===== config.mk =====
export PLATFORM = sky130hd
export DESIGN_NAME = shift_arb
export DESIGN_NICKNAME = d
export VERILOG_FILES = /design/src/rtl/shift_pkg.sv /design/src/rtl/shift.sv /design/src/rtl/shift_arb.sv
export SDC_FILE = /design/constraint.sdc
export NUM_CORES = 1
export LEC_CHECK = 0
export CAP_MARGIN = 30
export CORE_ASPECT_RATIO = 2
export CORE_MARGIN = 4
export CORE_UTILIZATION = 40
export DETAILED_ROUTE_END_ITERATION = 10
export PLACE_DENSITY = 0.75
export SYNTH_ARGS = -nofsm -noshare
export SYNTH_HDL_FRONTEND = slang
export SYNTH_HIERARCHICAL = 1
export SYNTH_SLANG_ARGS = --single-unit

===== constraint.sdc =====
create_clock -name clk -period 3.4 [get_ports clk]
set_input_delay 1.02 -clock clk [delete_from_list [all_inputs] [get_ports clk]]
set_output_delay 1.02 -clock clk [all_outputs]
set_load 0.005 [all_outputs]

===== src/rtl/shift_pkg.sv =====
// Shared definitions for the shift arbiter: op and state encodings, widths.
package shift_pkg;

    localparam int unsigned DATA_W = 32;
    localparam int unsigned AMT_W  = 5;

    typedef enum logic [1:0] {
        OP_SLL = 2'b00,
        OP_SRL = 2'b01,
        OP_SRA = 2'b10,
        OP_RSV = 2'b11
    } op_e;

    typedef enum logic [1:0] {
        ST_IDLE = 2'd0,
        ST_EXEC = 2'd1,
        ST_RESP = 2'd2
    } state_e;

endpackage


===== src/rtl/shift.sv =====
// Combinational shift unit. cf is the last bit shifted out (0 for amount 0
// or when no strobe is active, in which case dst passes through).
module shift
    import shift_pkg::*;
(
    input  logic              left,
    input  logic              right,
    input  logic              math_shift,
    input  logic [AMT_W-1:0]  amount,
    input  logic [DATA_W-1:0] dst,
    output logic [DATA_W-1:0] result,
    output logic              cf
);

    logic [DATA_W:0] wide;

    // Shift with one guard bit to catch the carry-out.
    always_comb begin
        result = dst;
        cf     = 1'b0;
        wide   = '0;
        if (left) begin
            wide   = {1'b0, dst} << amount;
            result = wide[DATA_W-1:0];
            cf     = wide[DATA_W];
        end else if (right) begin
            wide   = {dst, 1'b0} >> amount;
            result = wide[DATA_W:1];
            cf     = wide[0];
        end else if (math_shift) begin
            wide   = $signed({dst, 1'b0}) >>> amount;
            result = wide[DATA_W:1];
            cf     = wide[0];
        end
    end

endmodule


===== src/rtl/shift_arb.sv =====
// Arbitrates NREQ requesters onto one shift unit: accept -> EXEC -> RESP.
// Build option SHIFT_ARB_RR_EN: round-robin arbitration; otherwise fixed
// priority with the lowest index winning.
module shift_arb
    import shift_pkg::*;
#(
    parameter int unsigned NREQ = 2
)
(
    input  logic                   clk,
    input  logic                   rst_n,
    input  logic [NREQ-1:0]        req_valid,
    output logic [NREQ-1:0]        req_ready,
    input  logic [2*NREQ-1:0]      req_op,
    input  logic [DATA_W*NREQ-1:0] req_src,
    input  logic [DATA_W*NREQ-1:0] req_dst,
    output logic                   rsp_valid,
    output logic [1:0]             rsp_id,
    output logic [DATA_W-1:0]      rsp_result,
    output logic                   rsp_cf,
    input  logic                   rsp_ready
);

    localparam int unsigned ID_W = 2;

    state_e            state;
    logic              ready_en;
    op_e               op_q;
    logic [AMT_W-1:0]  amt_q;
    logic [DATA_W-1:0] dst_q;
    logic [ID_W-1:0]   id_q;

`ifdef SHIFT_ARB_RR_EN
    logic [ID_W-1:0]   ptr;
`endif

    logic              grant_found_c;
    logic [ID_W-1:0]   grant_idx_c;
    logic              accept_win_c;
    logic              accept_c;
    op_e               sel_op_c;
    logic [AMT_W-1:0]  sel_amt_c;
    logic [DATA_W-1:0] sel_dst_c;
    logic              sh_left;
    logic              sh_right;
    logic              sh_math;
    logic [DATA_W-1:0] sh_result;
    logic              sh_cf;
    logic              unused_src;

    // Upper bits of each shift-amount word are ignored.
    assign unused_src = ^req_src;

    // Pick one valid requester, searching from the pointer (or from 0).
    always_comb begin
        int unsigned idx;
        idx           = 0;
        grant_found_c = 1'b0;
        grant_idx_c   = '0;
        for (int unsigned k = 0; k < NREQ; k++) begin
`ifdef SHIFT_ARB_RR_EN
            idx = (32'(ptr) + k) % NREQ;
`else
            idx = k;
`endif
            if (!grant_found_c && req_valid[idx]) begin
                grant_found_c = 1'b1;
                grant_idx_c   = ID_W'(idx);
            end
        end
    end

    // New work is taken when idle, or while the current response drains.
    assign accept_win_c = ready_en &&
                          ((state == ST_IDLE) || ((state == ST_RESP) && rsp_ready));
    assign accept_c     = accept_win_c && grant_found_c;

    // One-hot accept toward the granted requester only.
    always_comb begin
        req_ready = '0;
        if (accept_c) begin
            req_ready[grant_idx_c] = 1'b1;
        end
    end

    assign sel_op_c  = op_e'(req_op[2*grant_idx_c +: 2]);
    assign sel_amt_c = req_src[DATA_W*grant_idx_c +: AMT_W];
    assign sel_dst_c = req_dst[DATA_W*grant_idx_c +: DATA_W];

    // Shift strobes come from captured state only; reserved op drives none.
    assign sh_left  = (state == ST_EXEC) && (op_q == OP_SLL);
    assign sh_right = (state == ST_EXEC) && (op_q == OP_SRL);
    assign sh_math  = (state == ST_EXEC) && (op_q == OP_SRA);

    shift u_shift (
        .left       (sh_left),
        .right      (sh_right),
        .math_shift (sh_math),
        .amount     (amt_q),
        .dst        (dst_q),
        .result     (sh_result),
        .cf         (sh_cf)
    );

    // Control FSM, operand capture and registered response.
    always_ff @(posedge clk or negedge rst_n) begin
        if (!rst_n) begin
            state      <= ST_IDLE;
            ready_en   <= 1'b0;
            op_q       <= OP_SLL;
            amt_q      <= '0;
            dst_q      <= '0;
            id_q       <= '0;
            rsp_valid  <= 1'b0;
            rsp_id     <= '0;
            rsp_result <= '0;
            rsp_cf     <= 1'b0;
`ifdef SHIFT_ARB_RR_EN
            ptr        <= '0;
`endif
        end else begin
            ready_en <= 1'b1;
            if (accept_c) begin
                op_q  <= sel_op_c;
                amt_q <= sel_amt_c;
                dst_q <= sel_dst_c;
                id_q  <= grant_idx_c;
`ifdef SHIFT_ARB_RR_EN
                ptr   <= ID_W'((32'(grant_idx_c) + 1) % NREQ);
`endif
            end
            case (state)
                ST_IDLE: begin
                    if (accept_c) begin
                        state <= ST_EXEC;
                    end
                end
                ST_EXEC: begin
                    rsp_valid  <= 1'b1;
                    rsp_id     <= id_q;
                    rsp_result <= sh_result;
                    rsp_cf     <= sh_cf;
                    state      <= ST_RESP;
                end
                ST_RESP: begin
                    if (rsp_ready) begin
                        rsp_valid <= 1'b0;
                        state     <= accept_c ? ST_EXEC : ST_IDLE;
                    end
                end
                default: begin
                    state <= ST_IDLE;
                end
            endcase
        end
    end

endmodule


==> results_dict.tcl <==
set metrics [dict create \
    outcome "finished clean" \
    cts_tree "yes" \
    grt_overflow 0 \
    setup_viol 0 \
    wire_per_inst_microns 27.4 \
    hold_depth 2 \
    fin_skew_ps 8.84 \
    grt_pass1_vias 8993 \
    hp-class "reg -> reg" \
    r2r_start "amt_q[0]" \
    leakage_nw 4.59 \
    ys.flop_type "dfrtp_1" \
    cts_setup_buffers 0 \
    start_util_pct 40.7 \
    holdWs_ps 471 \
    reg2reg_slack_ps 300 \
    grt_pass1_wl_microns 56000 \
    finalPower_mw 8.76 \
    ctsLongestPathBuffers 2 \
    power_density_nw_per_um2 811 \
    intPower_mw 4.58 \
    required_ps 2380 \
    fillers 2106 \
    yosysMostFrequentCell "nand2_1" \
    syn_to_final_growth_pct 20.4 \
    yosysUniqueCellTypes 74 \
    worst_pin_slew_ps 889 \
    antenna_found_initial 1 \
    synth_top_area_cell "dfrtp_1" \
    root_buffer "clkbuf_16" \
    irDropWorstVdd_mv 0.372 \
    p_switching_mw 4.17 \
    p_comb_share_pct 63.9 \
    gp_congestion 1.10 \
    drc 0 \
    timing_hold_violations_final 0 \
    synth_common_cells "nand2_1, dfrtp_1, mux2_4" \
    slew_headroom_pct 40.5 \
    dr.pass1.iters 7 \
    final_util_pct 49.0 \
    fp.dieW_microns 114 \
    clock_sinks 78 \
    grt_max_degree 56 \
    synth-seq-area-share_pct 21.8 \
    reg2reg_to "rsp_cf" \
    maxCapViolCount 0 \
    ys_seq_elements 78 \
    port_buffers 119 \
    die_area_sq_um 25000 \
    avgViaCountPerCell 6.63 \
    end_kind "output pin" \
    cp_slowest_stage_delay_ps 480 \
    min_from "rsp_result[15]" \
    critPathMaxFanout 3 \
    clkPwrFrac_pct 13.2 \
    worst_path_max_delay_cell "clkdlybuf4s50_1" \
    clock_latency_ps 370 \
    max_freq_ghz 0.306 \
    h-tree-depth 3 \
    rsz0062_at_grt "no" \
    syn-instance-count 1013 \
    r2r_cells 9 \
    drive_gt1_share_pct 24.1 \
    synthArstFlopShare_pct 100 \
    drv_slew 0 \
    stdcell_count 1383 \
    coreArea_sq_um 22100 \
    yosys_warnings 6 \
    fin_tns_setup_ps 0 \
    p_seq_share_pct 22.9 \
    synth_edf_count 0 \
    hold_path_end "rsp_result[15]" \
    arrival_ps 2250 \
    track_usage_pct 30.0 \
    nets 1238 \
    ant_nets 0 \
    period_share_pct 96.1 \
    drtIter0Drc 1136 \
    start_kind "primary input" \
    syn_area_sq_um 8970 \
    dp_cells 1366 \
    drt_wl_total_microns 38000 \
    clk_pin_slew_ps 50 \
    rows 77 \
    cp_num_buf_inv 2 \
    postSynthAreaPerCell_sq_um 8.86 \
    fp.dieH_microns 220 \
    crit_path_cell_trace "clkdlybuf4s50_1 > nand2b_4 > and4bb_2 > nor2b_1 > dlygate4sd2_1" \
    numCtsBuffers 9 \
    min_period_ps 3270 \
    vias 9173 \
    cpLargestDelayFamily "buffers and inverters" \
    ys_top_cells_by_area "dfrtp_1, mux2_4, mux4_2" \
    syn-num-nets 1150 \
    yosysTopAreaCellShare_pct 21.8 \
    dp_hpwl_microns 28600 \
    path_class "in -> out" \
    io_pins 175 \
    sw_frac_of_total_pct 47.7 \
]
==> through the flow <==
step           area (sq um)  worst slack [ps]
2_1_floorplan          8970               620
6_report              10800               133
3_5_place_dp          10400              -162
3_3_place_gp          10400              -193
4_1_cts               10800               130
5_1_grt               10800              51.9
==> power groups by stage <==
stage          logic, mW  registers (mW)  clock network [mW]
2_1_floorplan       3.67            1.50                   0
3_3_place_gp        5.37            1.98                   0
3_5_place_dp        5.39            1.98                   0
4_1_cts             5.41            1.97                1.18
5_1_grt             5.89            2.04                1.21
6_report            5.60            2.01                1.15
==> layout make-up <==
class | instances | area (sq um) | share of cell area, %
multi-input combinational | 809 | 6330 | 58.6
sequential | 78 | 1960 | 18.2
timing repair buffer | 194 | 1770 | 16.4
tap | 276 | 345 | 3.20
clock buffer | 13 | 260 | 2.41
clock inverter | 3 | 90.1 | 0.834
inverter | 9 | 33.8 | 0.313
antenna | 1 | 2.50 | 0.0232
==> placed cells by master, fill, tap and decap left out, types with 3 or more instances in the layout <==
cell type and count:
nand2_1 182, clkdlybuf4s50_1 116, mux2_4 76, nor2_1 74, dfrtp_1 74, buf_4 74, mux2i_1 73, o21ai_0 48
a21oi_1 47, mux2_2 36, mux4_2 34, o22ai_1 23, o211ai_1 21, a211oi_1 17, nand3_1 15, a31oi_1 13
nor3_1 11, a21o_1 11, clkbuf_16 9, nand2b_1 8, nor2b_1 7, or2_2 7, a311oi_1 7, o221ai_1 6
inv_1 5, o21a_1 5, a221o_1 5, a22oi_1 4, a221oi_1 4, o31ai_1 4, o32ai_1 4, mux4_1 4
a211o_1 4, and2_1 3, bufinv_16 3, a32oi_1 3, and3_1 3, a2111oi_0 3, o221a_2 3, a41oi_1 3
==> flip-flops by register name, indices dropped and copies added (netlist names) <==
name	count
ready_en	1
op_q	2
rsp_result	32
state	2
rsp_cf	1
rsp_id	1
id_q	1
amt_q	5
rsp_valid	1
dst_q	32
==> worst max path at each step <==
stage,startpoint,to,depth (start not counted)
CTS,rsp_ready,req_ready[0],5
finish,rsp_ready,req_ready[0],5
global placement,rsp_ready,req_ready[0],5
floorplan,rsp_ready,req_ready[1],5
detailed placement,rsp_ready,req_ready[0],5
global route,rsp_ready,req_ready[0],5
==> worst reg2reg max path, cell delays in order, from the launching register on <==
cell and delay, ps:
dfrtp_4 830, buf_12 330, mux4_2 620, nand2_1 100, o21ai_0 220, o21ai_0 380
o22a_1 240, o21ai_0 140, nand2_1 90, nand2_1 50
==> cells by family (layout without fill, tap and decap cells) <==
| kind of cell | count (synthesis) | in the layout | share of synthesized area (%) |
|---|---|---|---|
| AOI/OAI and AO/OA | 253 | 253 | 19.0 |
| and+or+nand+nor | 330 | 330 | 16.0 |
| buffers and inverters | 126 | 219 | 7.96 |
| other | 2 | 3 | 0.0837 |
| muxes | 224 | 224 | 35.2 |
| DFF | 78 | 78 | 21.8 |
==> routing by layer <==
metal  vias up  part of all wire (%)  track usage (%)  wire length [microns]
met2       632                    50             51.4                  19000
met5         -                     0                0                      0
met4         0                   8.7             23.1                   3300
li1       3919                     -                -                      -
met1      4429                    33             32.3                  12500
met3       193                   8.4             5.30                   3190
==> repair_timing <==
| action | 4_1_cts | 5_1_grt |
|---|---|---|
| setup endpoints to repair | 2 | 0 |
| hold buffers | 0 | 0 |
| gates resized for setup | 3 | 0 |
Note: power is estimated with default switching activity, not from simulation.
